**src/rtl/prng_sequencer.sv**
```systemverilog
// Single-clock sequencer for the PRNG datapath: step enables, seeding,
// run/pause/single-step control and display-byte capture.
module prng_sequencer #(
    parameter int unsigned DATA_DIV = 10_000_000,
    parameter int unsigned CTRL_DIV = 4,
    parameter int unsigned CNT_W    = 24,
    parameter logic [15:0] SEED_D   = 16'hACE1,
    parameter logic [7:0]  SEED_C   = 8'h5A
) (
    input  logic        clk,
    input  logic        rst_n,
    input  logic        ena,
    input  logic        run,
    input  logic        step,
    input  logic        reseed,
    input  logic [7:0]  seed_in,
    input  logic [7:0]  sample_i,
    output logic        data_step_o,
    output logic        ctrl_step_o,
    output logic        load_o,
    output logic [15:0] load_data_o,
    output logic [7:0]  load_ctrl_o,
    output logic [7:0]  disp_o,
    output logic        disp_valid_o,
    output logic        tick_o,
    output logic [1:0]  state_o
);

    localparam int unsigned CW = $clog2(CTRL_DIV + 1);

    typedef enum logic [1:0] {
        S_IDLE  = 2'd0,
        S_SEED  = 2'd1,
        S_RUN   = 2'd2,
        S_PAUSE = 2'd3
    } state_t;

    state_t           r_state, w_state;
    logic [CNT_W-1:0] r_presc, w_presc;
    logic [CW-1:0]    r_ccnt,  w_ccnt;
    logic             r_dstep, w_dstep;
    logic             r_cstep, w_cstep;
    logic             r_load,  w_load;
    logic [15:0]      r_ld_d,  w_ld_d;
    logic [7:0]       r_ld_c,  w_ld_c;
    logic [7:0]       r_disp,  w_disp;
    logic             r_dvld,  w_dvld;
    logic             r_tick,  w_tick;
    logic             w_adv;
    logic [15:0]      w_seed_d;
    logic [7:0]       w_seed_c;

    // All-ones is the XNOR LFSR lock-up state; fall back to the base seed.
    always_comb begin
        w_seed_d = SEED_D ^ {seed_in, seed_in};
        w_seed_c = SEED_C ^ seed_in;
        if (w_seed_d == 16'hFFFF) w_seed_d = SEED_D;
        if (w_seed_c == 8'hFF)    w_seed_c = SEED_C;
    end

    always_comb begin
        w_state = r_state;
        w_presc = r_presc;
        w_ccnt  = r_ccnt;
        w_dstep = 1'b0;
        w_cstep = 1'b0;
        w_load  = 1'b0;
        w_ld_d  = r_ld_d;
        w_ld_c  = r_ld_c;
        w_disp  = r_disp;
        w_dvld  = 1'b0;
        w_tick  = r_tick;
        w_adv   = 1'b0;
        if (!ena) begin
            w_state = S_IDLE;
            w_presc = '0;
            w_ccnt  = '0;
            w_disp  = '0;
            w_tick  = 1'b0;
        end else begin
            // Capture one cycle after a step so the LFSRs and mux have settled.
            if (r_dstep) begin
                w_disp = sample_i;
                w_dvld = 1'b1;
            end
            case (r_state)
                S_IDLE: w_state = S_SEED;
                S_SEED: begin
                    w_load  = 1'b1;
                    w_ld_d  = w_seed_d;
                    w_ld_c  = w_seed_c;
                    w_presc = '0;
                    w_ccnt  = '0;
                    w_state = run ? S_RUN : S_PAUSE;
                end
                S_RUN: begin
                    if (reseed)       w_state = S_SEED;
                    else if (!run)    w_state = S_PAUSE;
                    else if (r_presc == CNT_W'(DATA_DIV - 1)) begin
                        w_presc = '0;
                        w_adv   = 1'b1;
                    end else          w_presc = r_presc + CNT_W'(1);
                end
                S_PAUSE: begin
                    if (reseed)       w_state = S_SEED;
                    else if (run)     w_state = S_RUN;
                    else if (step)    w_adv   = 1'b1;
                end
                default: w_state = S_IDLE;
            endcase
            if (w_adv) begin
                w_dstep = 1'b1;
                w_tick  = ~r_tick;
                if (r_ccnt == CW'(CTRL_DIV - 1)) begin
                    w_ccnt  = '0;
                    w_cstep = 1'b1;
                end else begin
                    w_ccnt  = r_ccnt + CW'(1);
                end
            end
        end
    end

    always_ff @(posedge clk or negedge rst_n) begin
        if (!rst_n) begin
            r_state <= S_IDLE;
            r_presc <= '0;
            r_ccnt  <= '0;
            r_dstep <= 1'b0;
            r_cstep <= 1'b0;
            r_load  <= 1'b0;
            r_ld_d  <= '0;
            r_ld_c  <= '0;
            r_disp  <= '0;
            r_dvld  <= 1'b0;
            r_tick  <= 1'b0;
        end else begin
            r_state <= w_state;
            r_presc <= w_presc;
            r_ccnt  <= w_ccnt;
            r_dstep <= w_dstep;
            r_cstep <= w_cstep;
            r_load  <= w_load;
            r_ld_d  <= w_ld_d;
            r_ld_c  <= w_ld_c;
            r_disp  <= w_disp;
            r_dvld  <= w_dvld;
            r_tick  <= w_tick;
        end
    end

    assign data_step_o  = r_dstep;
    assign ctrl_step_o  = r_cstep;
    assign load_o       = r_load;
    assign load_data_o  = r_ld_d;
    assign load_ctrl_o  = r_ld_c;
    assign disp_o       = r_disp;
    assign disp_valid_o = r_dvld;
    assign tick_o       = r_tick;
    assign state_o      = r_state;

endmodule

```
**config.mk**
```make
export PLATFORM = sky130hd
export DESIGN_NAME = prng_sequencer
export DESIGN_NICKNAME = d
export VERILOG_FILES = /design/src/rtl/prng_sequencer.sv
export SDC_FILE = /design/constraint.sdc
export NUM_CORES = 1
export LEC_CHECK = 0
export CAP_MARGIN = 10
export CORE_MARGIN = 2
export CORE_UTILIZATION = 40
export DETAILED_ROUTE_END_ITERATION = 6
export GPL_TIMING_DRIVEN = 0
export PLACE_DENSITY_LB_ADDON = 0.08
export SETUP_SLACK_MARGIN = 0.05
export SLEW_MARGIN = 40
export SYNTH_ARGS = -nofsm -noshare
export SYNTH_HDL_FRONTEND = slang
export SYNTH_SLANG_ARGS = --single-unit
```
**constraint.sdc**
```tcl
create_clock -name clk -period 2.5 [get_ports clk]
set_input_delay 0.75 -clock clk [delete_from_list [all_inputs] [get_ports clk]]
set_output_delay 0.75 -clock clk [all_outputs]
set_load 0.01 [all_outputs]
```
==> results_dict.tcl <==
set metrics [dict create \
    drive_above_1_share_pct 9.42 \
    hold_buffers 0 \
    final-setup-viol-count 0 \
    gp_congestion 0.791 \
    start_util_pct 41.8 \
    rsz0062_at_grt "no" \
    yosys.area.top_type "dfrtp_1" \
    dieArea_um2 7920 \
    cts.clk_slew.worst_paths_ps 70 \
    drt_iter0_markers 127 \
    grt_antenna_before_repair 0 \
    grt_pass1_vias 2180 \
    required_ps 2770 \
    finish.utilization_pct 56.2 \
    cts-buffers-inserted 9 \
    crit_type "register to register" \
    grt_use_total_pct 18.5 \
    syn_area_um2 2890 \
    finalNetCount 401 \
    row_count 30 \
    hold_class "input port to async pin" \
    grt-busiest-layer "met1" \
    core_area_um2 6910 \
    die_w_um 89.0 \
    cts_root_buffer "clkbuf_8" \
    drc 0 \
    syn_nets 327 \
    placed_cells 460 \
    grt_use_met3_pct 4.43 \
    async_flop_share_pct 100 \
    antenna_cells 0 \
    fin_hold_ws_ps 332 \
    layout-area-overhead-vs-synth_pct 34.3 \
    synth-warning-count 0 \
    via_per_inst 5.17 \
    ys_seq_area_share_pct 53.7 \
    final_common_cell "dfrtp_1" \
    synth_area_leaders "dfrtp_1, nand2_1, o21ai_0, mux2i_1, a21oi_1" \
    synthCells 303 \
    synth_area_per_cell_um2 9.53 \
    grtUsageMet1_pct 28.0 \
    yosysTopAreaCellShare_pct 53.7 \
    postRouteAntennaNets 0 \
    multi_input_area_um2 1220 \
    hpwl_um 4820 \
    synth_ff_type "dfrtp_1" \
    ctsLongestPathBuffers 2 \
    drt_first_pass_iters 4 \
    port_buffers 60 \
    clock_latency_ps 340 \
    crit_fanout 9 \
    synth_edf_count 0 \
    power_density_nw_per_um2 639 \
    ir_drop_mv 0.400 \
    drv_cap 0 \
    min_period_ps 2380 \
    layout_common_cells "dfrtp_1, clkdlybuf4s50_1, nand2_1" \
    seq_area_um2 1550 \
    p_leak_nw 1.62 \
    ys_seq_elements 62 \
    endpoint_kind "register" \
    use_met2_pct 25.2 \
    slew_headroom_pct 60.8 \
    fmax_ghz 0.419 \
    wire_per_inst_um 14.6 \
    period_share_pct 95.4 \
    overflow 0 \
    htreeDepth 3 \
    finalHoldViolations 0 \
    clock_sinks 62 \
    worst_pin_slew_ps 588 \
    slew_violations 0 \
    r2r-start "r_presc[0]" \
    die_h_um 89.0 \
    vias 2473 \
    status "complete, no violations" \
    grt_max_degree 34 \
    cts_tree "yes" \
    reg2reg_depth 8 \
    grt_pass1_wl_um 11200 \
    routed_wl_um 7000 \
    crit_path_start_kind "register" \
    r2r-end "r_presc[15]" \
    stdcell_count 478 \
    ys_types 41 \
    io_pins 61 \
    rrSetupSlack_ps 120 \
    worstPathArrival_ps 2650 \
    num-fill-cells 642 \
    skew_ps 8.62 \
]
==> area by class of cell <==
class | count | share of cell area (%)
Buffer | 14 | 2.00
Clock inverter | 5 | 1.48
Multi-Input combinational cell | 209 | 31.5
Tap cell | 96 | 3.10
Sequential cell | 62 | 40.0
Clock buffer | 11 | 3.90
Inverter | 18 | 1.74
Timing Repair Buffer | 63 | 16.3
==> metal layers <==
| layer | vias up | part of all wire, % |
|---|---|---|
| li1 | 1203 | - |
| met1 | 1208 | 49 |
| met2 | 54 | 44 |
| met3 | 8 | 5.3 |
| met4 | 0 | 1.2 |
| met5 | - | 0 |
==> worst max-delay path, stage by stage, from the launching register on <==
cell	delay, ps
dfrtp_1	420
ha_1	250
nand3_1	310
nor4_4	70
buf_4	170
buf_4	130
a211o_4	370
or4_1	510
o21ai_1	80
==> cells by family after synthesis <==
kind of cell               Yosys count  synth area share, %
xor gates and xnor gates             5                 1.52
and+or+nand+nor                    136                 24.1
muxes                               10                 3.46
adders and majority gates            2                0.866
buffers and inverters               32                 5.02
DFF                                 62                 53.7
AOI/OAI and AO/OA                   56                 11.3
==> power by group <==
part	switching [mW]	internal, mW
registers	0.0462	1.08
clock network	0.409	0.513
logic	0.196	0.238
total	0.651	1.83
==> metrics by stage <==
step / worst slack (ps) / area (µm²) / power [mW] / TNS (ps)
floorplan: 320 / 2890 / 1.30 / 0
global placement: -1420 / 3610 / 1.57 / -96660
detailed placement: -496 / 3630 / 1.58 / -9290
CTS: 90.0 / 3860 / 2.51 / 0
global route: 56.6 / 3880 / 2.59 / 0
finish: 115 / 3880 / 2.48 / 0
==> state kept, by name (all words and copies together) (netlist names), 2 cells and up <==
| register | flops |
|---|---|
| r_presc | 24 |
| load_data_o | 12 |
| disp_o | 8 |
| load_ctrl_o | 8 |
| r_ccnt | 3 |
| state_o | 2 |
==> how the worst max path moves through the flow <==
| stage | endpoint | startpoint | depth (start not counted) | slack [ps] |
|---|---|---|---|---|
| finish | r_presc[15] | r_presc[0] | 8 | 120 |
| global route | r_presc[13] | r_presc[0] | 8 | 60 |
| detailed placement | r_presc[5] | ena | 8 | -500 |
| global placement | load_data_o[2] | rst_n | 1 | -1420 |
| CTS | r_presc[19] | r_presc[0] | 7 | 90 |
| floorplan | r_presc[15] | ena | 6 | 320 |
==> cell usage after synthesis (all sizes together), types with 2 or more instances <==
master,instances
nand4,11
and2,5
nor4,5
xor2,3
xnor2,2
nor4bb,4
or2,2
or3,12
a22o,4
inv,18
dfrtp,62
o21ai,27
ha,2
clkbuf,6
nand3,16
o22ai,2
nor2,22
a21oi,18
buf,8
nand2b,2
mux2i,10
and3,6
nand2,45
==> timing repair <==
action / CTS / global route
setup endpoints to repair: 21 / 4
resized for setup: 3 / 0
endpoints found under the hold margin: 0 / 0
pin swaps: 0 / 1
setup buffers: 0 / 2
(Power assumes the default switching activity.)
